`config.mk`:
```
export PLATFORM = sky130hd
export DESIGN_NAME = regfile_sb
export DESIGN_NICKNAME = d
export VERILOG_FILES = /design/src/rtl/regfile_sb.sv
export SDC_FILE = /design/constraint.sdc
export NUM_CORES = 2
export LEC_CHECK = 0
export ABC_CLOCK_PERIOD_IN_PS = 4100
export BUFFER_PORTS_ARGS = -buffer_cell sky130_fd_sc_hd__buf_2
export CAP_MARGIN = 0
export CORE_MARGIN = 10
export CORE_UTILIZATION = 31
export DETAILED_ROUTE_END_ITERATION = 12
export PLACE_DENSITY = 0.53
export SLEW_MARGIN = 20
export SYNTH_ARGS = -nofsm -noshare
export SYNTH_HDL_FRONTEND = slang
export SYNTH_SLANG_ARGS = --single-unit
export TNS_END_PERCENT = 10
```
`constraint.sdc`:
```
create_clock -name clk -period 4.1 [get_ports clk]
set_input_delay 0.82 -clock clk [delete_from_list [all_inputs] [get_ports clk]]
set_output_delay 0.82 -clock clk [all_outputs]
set_load 0.03 [all_outputs]
```
`src/rtl/regfile_sb.sv`:
```
// Parametrised integer register file with dual read/write ports,
// write-to-read bypass, busy scoreboard and a sequential clear sweep.
module regfile_sb #(
  parameter int XLEN     = 32,
  parameter int RFIDX_W  = 5,
  parameter int ZERO_REG = 1,
  parameter int BYPASS   = 1
) (
  input  logic               clk,
  input  logic               rst_n,
  input  logic               i_rs1en,
  input  logic [RFIDX_W-1:0] i_rs1idx,
  output logic [XLEN-1:0]    o_rs1,
  output logic               o_rs1_busy,
  input  logic               i_rs2en,
  input  logic [RFIDX_W-1:0] i_rs2idx,
  output logic [XLEN-1:0]    o_rs2,
  output logic               o_rs2_busy,
  input  logic               i_w0en,
  input  logic [RFIDX_W-1:0] i_w0idx,
  input  logic [XLEN-1:0]    i_w0data,
  input  logic               i_w1en,
  input  logic [RFIDX_W-1:0] i_w1idx,
  input  logic [XLEN-1:0]    i_w1data,
  input  logic               i_iss_vld,
  input  logic [RFIDX_W-1:0] i_iss_rdidx,
  input  logic               i_clr_req,
  output logic               o_clr_busy,
  output logic               o_clr_done
);

  localparam int NREGS = 2 ** RFIDX_W;
  localparam logic ZR = (ZERO_REG != 0);
  localparam logic BP = (BYPASS != 0);

  typedef enum logic [1:0] {
    IDLE  = 2'd0,
    SWEEP = 2'd1,
    DONE  = 2'd2
  } state_t;

  state_t state, state_nx;
  logic [RFIDX_W-1:0] ptr, ptr_nx;
  logic [XLEN-1:0] rf [NREGS];
  logic [NREGS-1:0] busy, busy_nx;
  logic sweep, w0, w1, iss;

  assign sweep = (state == SWEEP);

  // Writes and issue are dropped while the sweep owns the file
  assign w0  = i_w0en & ~sweep & ~(ZR & (i_w0idx == '0));
  assign w1  = i_w1en & ~sweep & ~(ZR & (i_w1idx == '0));
  assign iss = i_iss_vld & ~sweep & ~(ZR & (i_iss_rdidx == '0));

  function automatic logic hit(input logic [RFIDX_W-1:0] idx);
    return BP & ((w1 & (i_w1idx == idx)) | (w0 & (i_w0idx == idx)));
  endfunction

  function automatic logic [XLEN-1:0] rd_data(
    input logic               en,
    input logic [RFIDX_W-1:0] idx
  );
    logic [XLEN-1:0] d;
    d = rf[idx];
    if (!en || (ZR && idx == '0)) d = '0;
    else if (BP && w1 && i_w1idx == idx) d = i_w1data;
    else if (BP && w0 && i_w0idx == idx) d = i_w0data;
    return d;
  endfunction

  assign o_rs1 = rd_data(i_rs1en, i_rs1idx);
  assign o_rs2 = rd_data(i_rs2en, i_rs2idx);
  assign o_rs1_busy = i_rs1en & busy[i_rs1idx] & ~hit(i_rs1idx);
  assign o_rs2_busy = i_rs2en & busy[i_rs2idx] & ~hit(i_rs2idx);

  always_ff @(posedge clk or negedge rst_n) begin
    if (!rst_n) begin
      for (int i = 0; i < NREGS; i++) rf[i] <= '0;
    end else if (sweep) begin
      rf[ptr] <= '0;
    end else begin
      if (w0) rf[i_w0idx] <= i_w0data;
      if (w1) rf[i_w1idx] <= i_w1data;
    end
  end

  // Issue set is applied last so it wins over a same-cycle clear
  always_comb begin
    busy_nx = busy;
    if (sweep) begin
      busy_nx[ptr] = 1'b0;
    end else begin
      if (w0) busy_nx[i_w0idx] = 1'b0;
      if (w1) busy_nx[i_w1idx] = 1'b0;
      if (iss) busy_nx[i_iss_rdidx] = 1'b1;
    end
  end

  always_ff @(posedge clk or negedge rst_n) begin
    if (!rst_n) begin
      busy  <= '0;
      state <= IDLE;
      ptr   <= '0;
    end else begin
      busy  <= busy_nx;
      state <= state_nx;
      ptr   <= ptr_nx;
    end
  end

  always_comb begin
    state_nx   = state;
    ptr_nx     = ptr;
    o_clr_busy = 1'b0;
    o_clr_done = 1'b0;
    unique case (state)
      IDLE: begin
        if (i_clr_req) begin
          state_nx = SWEEP;
          ptr_nx   = '0;
        end
      end
      SWEEP: begin
        o_clr_busy = 1'b1;
        ptr_nx     = ptr + 1'b1;
        if (ptr == {RFIDX_W{1'b1}}) state_nx = DONE;
      end
      DONE: begin
        o_clr_done = 1'b1;
        state_nx   = IDLE;
      end
      default: state_nx = IDLE;
    endcase
  end

endmodule

```
* After elaboration in Yosys (flattened, before gate mapping) *
Index checks and enable logic that the tools add are counted.

storage, ports and cells
  register bits = 1,063
  output and inout port bits = 68
  RAM bits = 0
  bits in latches = 0
  logic and storage cells = 172
  memories = 0
  ROM bits = 0

operators by class
  div/mod/pow operators = 0
  reductions and logical operators = 24
  $mul = 0
  add/sub/neg operators = 1
  $lt $le $gt $ge = 18
  shift operators = 0
  eq/ne operators = 9
  mux-type cells = 49
  bitwise gates (word level) = 36

operators with widths
  cell                                                        number
  2-to-1 mux 1024 bit                                         4
  bitwise mux 1024 bit                                        2
  AND 1024 bit                                                1
  NOT 1024 bit                                                1
  2-to-1 mux 32 bit                                           19
  demux 32 bit (select 5 bit)                                 3
  binary-select mux 32 bit (select 5 bit)                     2
  AND 32 bit                                                  3
  NOT 32 bit                                                  3
  less-than comparator 5 x 6 -> 1 bit, second input constant  6
  bitwise OR 32 bit                                           1
  >= comparator 6 bit, second input constant                  5
  NOT 5 -> 6 bit                                              5
  logical NOT 5 bit                                           5
  demux 1 bit (select 5 bit)                                  4
  == test 5 bit                                               4
  >= comparator 5 x 1 -> 1 bit, second input constant         4
  less-than comparator 6 x 1 -> 1 bit, second input constant  3
  AND 1 bit                                                   14
  logical AND 1 bit                                           11
  binary-select mux 1 bit (select 5 bit)                      2
  one-hot mux 5 bit (2 select lines)                          1
  2-to-1 mux 1 bit                                            8
  NOT 1 bit                                                   6
  other kinds (15)                                            20

* Longest topological paths before layout *
  depth in word-level cells = 14
  depth in mapped cells = 10
  mapped depth without buffers = 6

* Least setup slack after synthesis *
Ideal clock, no wire load.

  path type = input to output
  from = in i_rs2idx[0]
  to = out o_rs2[0]
  setup slack = 0.524 ns
  stages on the path = 9
  data required time = 3.280 ns
  path buffers = 4
  arrival time = 2.756 ns
  cell sequence = buf_2 buf_6 nand2b_1 buf_2 clkbuf_1 o22ai_1 o31ai_1 nor3_1 o21ai_0

between the ends
  cells in the longest elaborated chain, start to end = 7
  elaborated cells on any way between the ends = 13

ends and longest elaborated chain
  element                                                line  RTL
  start: declaration                                     16    input logic [RFIDX_W-1:0] i_rs2idx,
  NOT 5 -> 6 bit (implied by the code)                   64    d = rf[idx];
  binary-select mux 32 bit (select 5 bit)                64
  2-to-1 mux 32 bit (implied by the code) (2 in series)  64
  2-to-1 mux 32 bit                                      67    else if (BP && w0 && i_w0idx == idx) d = i_w0data;
  2-to-1 mux 32 bit                                      66    else if (BP && w1 && i_w1idx == idx) d = i_w1data;
  2-to-1 mux 32 bit *                                    65    if (!en || (ZR && idx == '0)) d = '0;
  end: declaration                                       17    output logic [XLEN-1:0] o_rs2,

Every way passes the cells marked *; elsewhere a longest branch is shown, timed or not. The select of a mux whose other input is x is not followed.

* Worst setup path after layout *
  from = in i_rs1idx[2]
  to = out o_rs1[9]

between the ends
  cells in the longest elaborated chain, start to end = 7
  elaborated cells on any way between the ends = 13

ends and longest elaborated chain
  element                                                line  RTL
  start: declaration                                     12    input logic [RFIDX_W-1:0] i_rs1idx,
  NOT 5 -> 6 bit (implied by the code)                   64
  binary-select mux 32 bit (select 5 bit)                64
  2-to-1 mux 32 bit (implied by the code) (2 in series)  64
  2-to-1 mux 32 bit                                      67
  2-to-1 mux 32 bit                                      66
  2-to-1 mux 32 bit *                                    65
  end: declaration                                       13    output logic [XLEN-1:0] o_rs1,

Marked as above.

==> PnR_summary.wiki <==
{| class="wikitable"
! Metric !! Value
|-
| Power per cell area || 531.6 nW/um2
|-
| Dpl hpwl || roughly 290000 um
|-
| Area after detailed placement || between 80000 and 90000 um2
|-
| Routability cong. || 1.047
|-
| Worst-skew pair later-pin latency || 0.85 ns
|-
| CTS sink cnt || 1063
|-
| Count of final hold-check violations || 0
|-
| Critical path fanouts, max || 31
|-
| Final cell count without fillers || between 10000 and 15000
|-
| Met2 global-route usage || about 44%
|-
| IR drop worst, VDD || 462.0 uV
|-
| Number of buffers inserted by port buffering || ~160
|-
| Most common cell after layout, fill and taps aside || dfrtp_1
|-
| DRT iter0 DRCs || ~12000
|-
| Number of distinct library cell variants in the gate-level netlist after synthesis || 84
|-
| List of cells traversed by the critical path || buf_8 -> buf_16 -> buf_12 -> mux2_2 -> o22ai_1 -> a211oi_1 -> nor3_2 -> o221ai_2 -> buf_4 -> buf_2
|-
| Buf+Inv Stages, Crit Path || 5
|-
| Hold slack || ~0.43 ns
|-
| Cell depth of the worst setup path || 10
|-
| Detailed-route wire length per cell || between 30 and 40 um
|-
| Syn Area/Cell || 9.736 um2
|-
| Setup violation total in the final timing report || between 40 and 50
|-
| Synthesized netlist net count || 8006
|-
| Count of state elements after synthesis || 1063
|-
| Final cycle utilization of the critical path || 107.0%
|-
| Met1 track demand over resource in global routing || 38.03%
|-
| TritonCTS clock tree || done
|-
| Number of top-level design ports || about 170
|-
| Power, Total || 48.49 mW
|-
| Post-route cell area || 91220 um2
|-
| # H-tree levels || 4
|-
| Count of nets after finishing || ~8000
|-
| Final Worst Setup Slack || -0.2868 ns
|-
| Total Routing Usage GR || between 30% and 40%
|-
| Vias after detailed routing || about 75000
|-
| Bufs on Longest Clock Path || 3
|-
| CTS Root Cell || clkbuf_16
|-
| Sequential element share of the synthesized area || about a third
|-
| Setup crit start kind || input pin
|-
| Clock edge transition at the registers on the reported setup and hold paths || approximately 0.06 ns
|-
| Total of warnings raised by yosys || 0
|-
| Clock period minus worst slack || around 4.4 ns
|-
| Slew margin rel. || around 22%
|-
| Number of buffers created by CTS || 133
|-
| Worst hold path cell count || 3
|-
| Number of placed cells counting well taps || 11160
|-
| Number of global-route vias before repair || ~71000
|-
| Proportion of layout cells with a drive suffix above 1 || between 20% and 30%
|-
| Hold Crit Class || input pin to register
|-
| Remaining global-route overflow || 0
|-
| Register-to-Register Path Depth || 7
|-
| Setup repair after global routing missed its margin || true
|-
| Worst-case setup slack after placement || -0.4502 ns
|-
| Initial antenna violation count || 36
|-
| Wire length of the first global-routing pass || 599100 um
|-
| Outcome || finished, violations left
|-
| Slowest cell on the critical path || a211oi_1
|-
| Static leakage power || between 40 and 50 nW
|-
| Number of placement rows || roughly 180
|-
| Die outline area || ~270000 um2
|-
| Total Wirelength || between 400000 and 500000 um
|-
| Sort of element at the end of the critical path || primary output
|-
| Effective utilization at floorplan || 31.23%
|-
| Max-slew violation count || 0
|-
| Most frequent cells in the layout || dfrtp_1 (1063), mux2i_1 (810), a22o_1 (677)
|-
| Largest delay contributor family on the critical path || compound AO/OA/AOI/OAI gates
|-
| Maximum operating frequency || around 230 MHz
|-
| Cell area after technology mapping || 76950 um2
|-
| Height of the die || 518.2 um
|-
| Classification of the worst setup path || input pin to primary output
|-
| Via density per instance || around 6.6
|-
| Max Clock Skew || roughly 0.037 ns
|-
| Worst Tran Pin Value || 1.169 ns
|-
| Violated checks || negative setup slack
|-
| Main synth FF type || dfrtp_1
|-
| Critical path required time || ~3.3 ns
|-
| Utilization of the core after routing || between 30% and 40%
|-
| Standard cell core area || between 200000 and 250000 um2
|-
| Asr flop ratio synth || between 90% and 100%
|-
| Most utilized layer in the global route result || met2
|-
| Delay contributed by the slowest stage of the critical path || 0.96 ns
|-
| Mapped Cells || 7904
|-
| Antenna Nets Post-Route || 0
|-
| CP arrival || around 3.6 ns
|-
| Die boundary width || slightly above 500 um
|-
| Number of enable-type register cells in the synthesized netlist || 0
|-
| DRC viols || 0
|-
| Max-cap violations || 0
|-
| Maximum number of pins on one net before global-route repair || 149
|-
| Drt pass-1 iters || 9
|-
| Met3 Resource Use GR || 10.13%
|-
| Final-layout setup total negative slack || -3.368 ns
|-
| Area added between synthesis and finish || 18.54%
|}
## kinds of logic after synthesis
| family | count (synthesis) | share of synthesized area (%) |
|---|---|---|
| compound gates | 2458 | 22.32 |
| xor+xnor | 20 | 0.2276 |
| fa+ha+maj | 5 | 0.08130 |
| buf+inv | 1066 | 6.309 |
| flops | 1063 | 34.57 |
| mux | 1670 | 27.01 |
| simple gates | 1622 | 9.481 |
## final cells by class
class                      count  area [um2]
tap                         3312        4144
fill                       24300      155200
sequential                  1063       26600
timing repair buffer         975        9016
clock buffer                 188        3901
multi-input combinational   5775       46690
antenna                       19       47.55
clock inverter                47       596.8
inverter                      59       229.0
## Yosys cell counts (all sizes together), types with 4 or more instances
cell type,n,area [um2]
mux2,594,6689
ha,5,62.56
a31oi,114,732.0
nor3,186,945.9
a31o,11,96.35
nand3b,4,37.53
inv,59,221.5
xor2,6,52.55
a222oi,19,190.2
nor3b,12,137.6
xnor2,14,122.6
a22o,677,5929
mux2i,810,8108
o21ai,367,1837
and2,7,43.79
o311ai,5,68.83
o22ai,190,1189
nand2b,8,52.55
mux4,266,5991
dfrtp,1063,26600
o221ai,50,437.9
and3,37,231.5
a21oi,569,2893
a311oi,40,356.6
and4,10,87.58
nor2b,48,300.3
o2bb2ai,22,192.7
a221o,89,890.9
nand3,37,185.2
nor2,609,2291
o31ai,64,494.2
a211oi,62,465.5
nand2,571,2151
a32oi,17,148.9
a41oi,4,42.55
or3,5,36.28
nand4,66,581.8
a22oi,78,585.6
buf,517,2791
a21o,71,533.0
and3b,9,78.83
clkbuf,490,1842
## per-layer routing
metal  vias up  part of all wire, %
met2      5551                   41
met5         -                0.017
met3      1301                   12
met1     38240                   37
li1      30110                    -
met4        12                   10
## worst paths after layout
| kind | start | to | slack (ns) |
|---|---|---|---|
| max | i_rs1idx[2] | o_rs1[9] | -0.29 |
| min | i_iss_vld | busy[28]$_DFF_PN0_ | 0.43 |
| max reg2reg | state[0]$_DFFE_PN0P_ | rf[819]$_DFF_PN0_ | 0.30 |
| min reg2reg | rf[618]$_DFF_PN0_ | rf[618]$_DFF_PN0_ | 0.50 |
| max in group asynchronous | rst_n | rf[357]$_DFF_PN0_ | 2.34 |
| min in group asynchronous | rst_n | rf[829]$_DFF_PN0_ | 0.51 |
## where the power goes
part / internal [mW] / leakage [nW] / switching, mW
Combinational: 7.86 / 27.5 / 11.1
Clock: 7.34 / 2.21 / 5.35
Sequential: 13.3 / 14.7 / 3.49
## worst min-delay path, cell delays in order
cell and delay [ns]:
buf_2 0.18, nand2_1 0.12, o32ai_1 0.08
## flip-flops by register name, indices dropped and copies added, names as in the netlist
| register | flops |
|---|---|
| busy | 32 |
| state | 2 |
| ptr | 5 |
| rf | 1024 |
## repair_timing
item / CTS / global route
pin swaps: 8 / 15
endpoints found under the hold margin: 28 / 0
endpoints found under the setup margin: 58 / 63
hold buffers: 1 / 0
resized for setup: 67 / 77
setup buffers: 4 / 10
cloned: 5 / 2
No activity file was read; power rests on OpenSTA's default activity.
